### src/rtl/load_use_hazard_ctrl.sv
// Load-use hazard controller: stalls ID for DM_LAT cycles behind an EX load,
// then flags which operand(s) EX must take from DM read data.
module load_use_hazard_ctrl #(
    parameter int REG_AW = 5,
    parameter int DM_LAT = 1,
    parameter int CNT_W  = 16
) (
    input  logic              clk,
    input  logic              rst,
    input  logic              id_valid,
    input  logic [REG_AW-1:0] id_rs,
    input  logic [REG_AW-1:0] id_rt,
    input  logic              id_use_rs,
    input  logic              id_use_rt,
    input  logic              ex_valid,
    input  logic              ex_load,
    input  logic [REG_AW-1:0] ex_rd,
    input  logic              flush,
    output logic              stall2,
    output logic              redir_dm2,
    output logic              redir_rs2,
    output logic              redir_rt2,
    output logic [CNT_W-1:0]  stall_events
);

    typedef enum logic [1:0] {
        S_IDLE    = 2'd0,
        S_HOLD    = 2'd1,
        S_RELEASE = 2'd2
    } state_t;

    localparam logic [2:0] LAT_M1 = 3'(DM_LAT - 1);

    state_t            r_state;
    state_t            w_next;
    logic [2:0]        r_cnt;
    logic              r_rs_f;
    logic              r_rt_f;
    logic [CNT_W-1:0]  r_events;

    logic w_ex_ld;
    logic w_hit_rs;
    logic w_hit_rt;
    logic w_hazard;
    logic w_detect;

    // A load to r0 never produces data anyone waits for.
    assign w_ex_ld  = ex_valid & ex_load & (ex_rd != '0);
    assign w_hit_rs = id_valid & id_use_rs & w_ex_ld & (id_rs == ex_rd);
    assign w_hit_rt = id_valid & id_use_rt & w_ex_ld & (id_rt == ex_rd);
    assign w_hazard = w_hit_rs | w_hit_rt;
    assign w_detect = (r_state == S_IDLE) & w_hazard & ~flush;

    always_ff @(posedge clk or posedge rst) begin
        if (rst) r_state <= S_IDLE;
        else     r_state <= w_next;
    end

    always_comb begin
        w_next = r_state;
        if (flush) begin
            w_next = S_IDLE;
        end else begin
            case (r_state)
                S_IDLE:    if (w_hazard) w_next = (DM_LAT > 1) ? S_HOLD : S_RELEASE;
                S_HOLD:    if (r_cnt == 3'd1) w_next = S_RELEASE;
                S_RELEASE: w_next = S_IDLE;
                default:   w_next = S_IDLE;
            endcase
        end
    end

    // Operand flags are captured at detection; EX is a bubble afterwards.
    always_ff @(posedge clk or posedge rst) begin
        if (rst) begin
            r_cnt    <= 3'd0;
            r_rs_f   <= 1'b0;
            r_rt_f   <= 1'b0;
            r_events <= '0;
        end else if (flush) begin
            r_rs_f <= 1'b0;
            r_rt_f <= 1'b0;
        end else if (w_detect) begin
            r_cnt  <= LAT_M1;
            r_rs_f <= w_hit_rs;
            r_rt_f <= w_hit_rt;
            if (r_events != '1) r_events <= r_events + CNT_W'(1);
        end else if (r_state == S_HOLD) begin
            r_cnt <= r_cnt - 3'd1;
        end
    end

    always_comb begin
        stall2    = 1'b0;
        redir_dm2 = 1'b0;
        redir_rs2 = 1'b0;
        redir_rt2 = 1'b0;
        if (!rst && !flush) begin
            case (r_state)
                S_IDLE:  stall2 = w_hazard;
                S_HOLD:  stall2 = 1'b1;
                S_RELEASE: begin
                    redir_dm2 = 1'b1;
                    redir_rs2 = r_rs_f;
                    redir_rt2 = r_rt_f;
                end
                default: stall2 = 1'b0;
            endcase
        end
    end

    assign stall_events = r_events;

endmodule

### config.mk
export PLATFORM = sky130hd
export DESIGN_NAME = load_use_hazard_ctrl
export DESIGN_NICKNAME = d
export VERILOG_FILES = /design/src/rtl/load_use_hazard_ctrl.sv
export SDC_FILE = /design/constraint.sdc
export NUM_CORES = 1
export LEC_CHECK = 0
export ABC_CLOCK_PERIOD_IN_PS = 2740
export CORE_AREA = 4 4 48 67
export CTS_CLUSTER_SIZE = 16
export DETAILED_ROUTE_END_ITERATION = 10
export DIE_AREA = 0 0 52 71
export HOLD_SLACK_MARGIN = 0.02
export PLACE_DENSITY = 0.92
export SLEW_MARGIN = 20
export SYNTH_ARGS = -nofsm -noshare
export SYNTH_HDL_FRONTEND = slang
export SYNTH_SLANG_ARGS = --single-unit
### constraint.sdc
create_clock -name clk -period 2.74 [get_ports clk]
set_input_delay 0.685 -clock clk [delete_from_list [all_inputs] [get_ports clk]]
set_output_delay 0.685 -clock clk [all_outputs]
set_load 0.01 [all_outputs]
# Word level (Yosys, flattened, before mapping)
# Index checks and enable logic that the tools add are counted.
[word_totals] regBits=23 latchBits=0 ram_bits=0 rom_bits=0 in_bits=23 output_inout_bits=20 wordCells=55 memories=0
[classes] addsub=2 mul=0 n_div=0 magnitude_cmp=0 n_eq_ne=8 n_shift=0 muxes=18 bitwise_logic=12 reduce_logical=10
[ops] op="$add A16 B1 Y16 const B" count=1
[ops] op="$ne A16 B16 Y1 const B" count=1
[ops] op="$mux W1" count=11
[ops] op="$and A1 B1 Y1" count=10
[ops] op="$eq A5 B5 Y1" count=2
[ops] op="$mux W2" count=3
[ops] op="$mux W3" count=2
[ops] op="$ne A3 B3 Y1 const B" count=2
[ops] op="$reduce_bool A5 Y1" count=1
[ops] op="$pmux W2 S2" count=1
[ops] op="$reduce_and A2 Y1" count=2
[ops] op="$reduce_bool A2 Y1" count=2
[ops] op="$eq A3 B1 Y1 const B" count=1
[ops] op="$reduce_and A3 Y1" count=1
[ops] op="$sub A3 B1 Y3 const B" count=1
[ops] op="$eq A2 B1 Y1 const B" count=1
[ops] op="$eq A2 B2 Y1 const B" count=1
[ops] op="$logic_not A1 Y1" count=2
[ops] op="$logic_not A2 Y1" count=1
[ops] op="$pmux W1 S2" count=1
[ops] op="$logic_and A1 B1 Y1" count=1
[ops] op="$not A1 Y1" count=1
[ops] op="$or A1 B1 Y1" count=1

# Logic depth before layout (Yosys ltp)
[depth] ltp_word=9 depth_mapped=7 depth_no_buf=7

# Worst setup path after synthesis
# OpenSTA, ideal clock, no wires.
[synth_path] path_kind="input port to output port" start="input ex_rd[3]" end="output stall2" arrival_time_ns=1.715 path_slack_ns=0.340 stages=6 n_path_buf=1 cell_sequence="xor2_1 -> nor4_1 -> and3_2 -> o21ai_2 -> buf_6 -> nor2_1"
[synth_between] elab_chain_len=7
[synth_rtl] item="from (decl)" line_no="17" rtl="input logic [REG_AW-1:0] ex_rd,"
[synth_rtl] item="$reduce_bool A5 Y1" line_no="48" rtl="assign w_ex_ld = ex_valid & ex_load & (ex_rd != '0);"
[synth_rtl] item="$and A1 B1 Y1" line_no="48"
[synth_rtl] item="$and A1 B1 Y1, on equally long branches (2 in series)" line_no="49, 50"
[synth_rtl] item="$or A1 B1 Y1 (*)" line_no="51" rtl="assign w_hazard = w_hit_rs | w_hit_rt;"
[synth_rtl] item="$pmux W1 S2 (*)" line_no="99" rtl="case (r_state)"
[synth_rtl] item="$mux W1 (*)" line_no="98" rtl="if (!rst && !flush) begin"
[synth_rtl] item="to (decl)" line_no="19" rtl="output logic stall2,"
# Mark *: on every way between the ends. The rest lies on a longest branch, timed or not.

# Worst setup path in the final report
[layout_path] start="input id_valid" end="output stall2"
[layout_between] elab_chain_len=6
[layout_rtl] item="from (decl)" line_no="10" rtl="input logic id_valid,"
[layout_rtl] item="$and A1 B1 Y1, on equally long branches (3 in series)" line_no="49, 50"
[layout_rtl] item="$or A1 B1 Y1 (*)" line_no="51"
[layout_rtl] item="$pmux W1 S2 (*)" line_no="99"
[layout_rtl] item="$mux W1 (*)" line_no="98"
# Marks and branches as above.

==> metrics.md <==
| Metric | Value |
|---|---|
| Layout area overhead | `46.1%` |
| First-pass DRT Iterations | `4` |
| Count of input and output buffers | `42` |
| Ys flop type | `dfrtp_1` |
| Final worst path period need | `2.65 ns` |
| Clock sinks | `19` |
| CTS tree | `yes` |
| Total track usage | `17.8%` |
| Final Worst Setup Slack | `0.0935 ns` |
| Diode count | `0` |
| Fin crit share | `96.6%` |
| Final Util | `65.6%` |
| Placement Setup Slack | `-0.530 ns` |
| Max cap viols | `0` |
| Max Freq | `378 MHz` |
| Mapped cell area | `0.00117 mm2` |
| Hold Fails Final Rpt | `0` |
| Most frequent cell after synthesis | `xor2_1` |
| Register area | `475 um2` |
| # IOs | `43` |
| Net Sw Frac | `24.4%` |
| Via density | `5.25` |
| Leak | `0.000888 uW` |
| Post-DRT Antenna Nets | `0` |
| Largest area contributor in the netlist | `dfrtp_1` |
| Post-synth cell types | `32` |
| Drc violations | `0` |
| Cell Rows | `22` |
| Hold wc startpoint | `stall_events[8]` |
| Slew HR | `50.2%` |
| Wire length per cell | `16.6 um` |
| WP data arrival | `1.96 ns` |
| Post-DP HPWL | `2.44 mm` |
| Clock Tree Root | `clkbuf_4` |
| RSZ-0062 raised after global routing | `false` |
| Finish-stage setup viols | `0` |
| Iter 0 DRT Violations | `21` |
| Share of flip-flops with an asynchronous set or reset | `100%` |
| Cells after synthesis | `108` |
| Layout Nets | `185` |
| Clk_lat worst skew | `0.30 ns` |
| Synthesized area per cell | `10.9 um2` |
| Reg clk slew, reported paths | `0.10 ns` |
| Global-route wire length before repair | `5.09 mm` |
| Layout cells sized above 1 | `20.0%` |
| Antenna violations before repair | `0` |
| Pwr dens | `294 mW/mm2` |
| Critical path type | `in -> out` |
| Max incr delay on CP | `0.48 ns` |
| Filler cells | `215` |
| Sequential share of the synthesized area | `40.5%` |
| Sequential power share | `57.0%` |
| Vias in the first global route | `1107` |
| Core Box Area | `0.00262 mm2` |
| Critical path's slowest cell | `clkdlybuf4s50_1` |
| Largest net degree at the start of global routing | `20` |
| Critical Path End Type | `output port` |
| Multi-input gate area | `681 um2` |
| P_sw | `123 uW` |
| Clock Path Buffers | `2` |
| CP max FO | `2` |
| Post-synth top cells | `20 x xor2_1, 19 x dfrtp_1, 9 x nand2_1` |
| Slew @ Worst Pin | `0.746 ns` |
| CTS H-Tree Depth | `1` |
| Startpoint Class | `input pin` |
| Cell Int Power | `380 uW` |
| Via count | `1029` |
| Die X | `52 um` |
| Worst Hold Class | `reg -> reg` |
| Post-synth EDFFs | `0` |
| Launch point of the worst path | `id_valid` |
| Post-Synthesis Net Count | `132` |
| Syn. warnings | `0` |
| GP Congestion | `0.785` |
| Clock power frac | `28.9%` |
| Initial Utilization | `44.9%` |
| Die H | `71 um` |
| CTS buffer count | `3` |
| Critical R2R Launch | `r_state[1]` |
| DRT Wirelength | `3.26 mm` |
| Largest cells by area after synthesis | `dfrtp_1 41%, xor2_1 15%, nor3_2 3.4%` |
| Clock skew | `0.00833 ns` |
| Grt total ovfl | `0` |
| Yosys reg bits | `19` |
| VDD IR max | `0.257 mV` |
| Status | `finished, final reports clean` |
| Die area | `0.00369 mm2` |
| Combinational share of power | `14.0%` |
| Worst path cell trace | `clkdlybuf4s50_1, nand4b_1, a21oi_1, and2b_1, o21ai_2, nor2_1, buf_2` |
| Post-synth top area share | `40.5%` |
| Max Slew Vio Count | `0` |
| Worst Path Required | `2.06 ns` |
-- logic make-up (layout without fill, tap and decap cells) --
| logic type | after synthesis | count (layout) | share of synthesized area [%] |
|---|---|---|---|
| compound gates | 4 | 4 | 2.03 |
| xor+xnor | 23 | 23 | 17.2 |
| fa+ha+maj | 1 | 1 | 1.07 |
| buf+inv | 4 | 56 | 1.92 |
| flops | 19 | 19 | 40.5 |
| mux | 3 | 3 | 2.88 |
| simple gates | 54 | 54 | 34.4 |
-- layout by cell type (no fill, tap or decap), types with 2 or more instances in the layout --
cell type         n
a21oi_1           3
nor4_1            3
inv_1             3
clkbuf_4          3
nor4_2            3
and3_1            2
clkdlybuf4s50_1  26
dlymetal6s2s_1    8
nor3_2            4
dfrtp_1          19
xnor2_1           3
nor3b_2           2
xor2_1           20
nand3_1           7
nand2_1           9
mux2_2            3
nor2_1            6
dlygate4sd2_1     6
nand4_1           2
nor4b_2           2
buf_4             7
and2_1            3
-- timing repair --
| action | in CTS | in global routing |
|---|---|---|
| pin swaps | 5 | 6 |
| gates cloned | 0 | 0 |
| gates resized for setup | 12 | 10 |
| setup endpoints to repair | 4 | 1 |
| hold buffers | 0 | 0 |
| setup buffers | 0 | 2 |
-- flip-flops by register name (all words and copies together) (netlist names) --
name / flops
stall_events: 16
r_rs_f: 1
r_rt_f: 1
r_state: 1
-- routing by layer --
metal | vias to the layer above | GRT usage (%) | part of all wire (%)
met4 | 0 | 5.25 | 0.95
met1 | 488 | 19.9 | 37
li1 | 483 | - | -
met2 | 54 | 32.9 | 53
met5 | - | 0 | 0
met3 | 4 | 3.37 | 9.3
-- through the flow --
stage | std cells | cell area, um2 | hold slack, ns | power (uW) | setup TNS (ns)
global route | 196 | 1710 | 0.526 | 521 | 0
CTS | 194 | 1680 | 0.516 | 506 | -0.00930
finish | 196 | 1710 | 0.514 | 504 | 0
detailed placement | 190 | 1670 | 0.491 | 367 | -1.18
global placement | 190 | 1670 | 0.476 | 364 | -0.732
floorplan | 108 | 1170 | 0.490 | 314 | 0
-- worst max-delay path, delay by kind of cell --
family,cells,cell delay (ns)
AO/OA/AOI/OAI,2,0.27
AND/OR/NAND/NOR,3,0.39
buffers and inverters,2,0.61
-- worst paths after layout --
kind	endpoint	slack [ns]	depth (start not counted)
min in group asynchronous	stall_events[12]	0.98	3
max in group asynchronous	stall_events[5]	1.28	3
hold / removal	stall_events[8]	0.51	1
hold reg to reg	stall_events[8]	0.51	1
setup reg to reg	stall_events[14]	0.66	8
setup / recovery	stall2	0.09	7
-- power groups by stage --
stage          Combinational (uW)  Clock, uW  Sequential (uW)
6_report                     70.6        146              287
5_1_grt                      75.9        158              288
2_1_floorplan                21.2          0              293
4_1_cts                      72.5        146              287
3_5_place_dp                 74.2          0              292
3_3_place_gp                 71.6          0              292
-- cell type report --
class / count / share of cell area (%)
Inverter: 3 / 0.657
Clock buffer: 4 / 1.53
Timing Repair Buffer: 49 / 27.7
Tap cell: 36 / 2.63
Multi-Input combinational cell: 85 / 39.7
Sequential cell: 19 / 27.7
No activity file was read; power rests on OpenSTA's default activity.
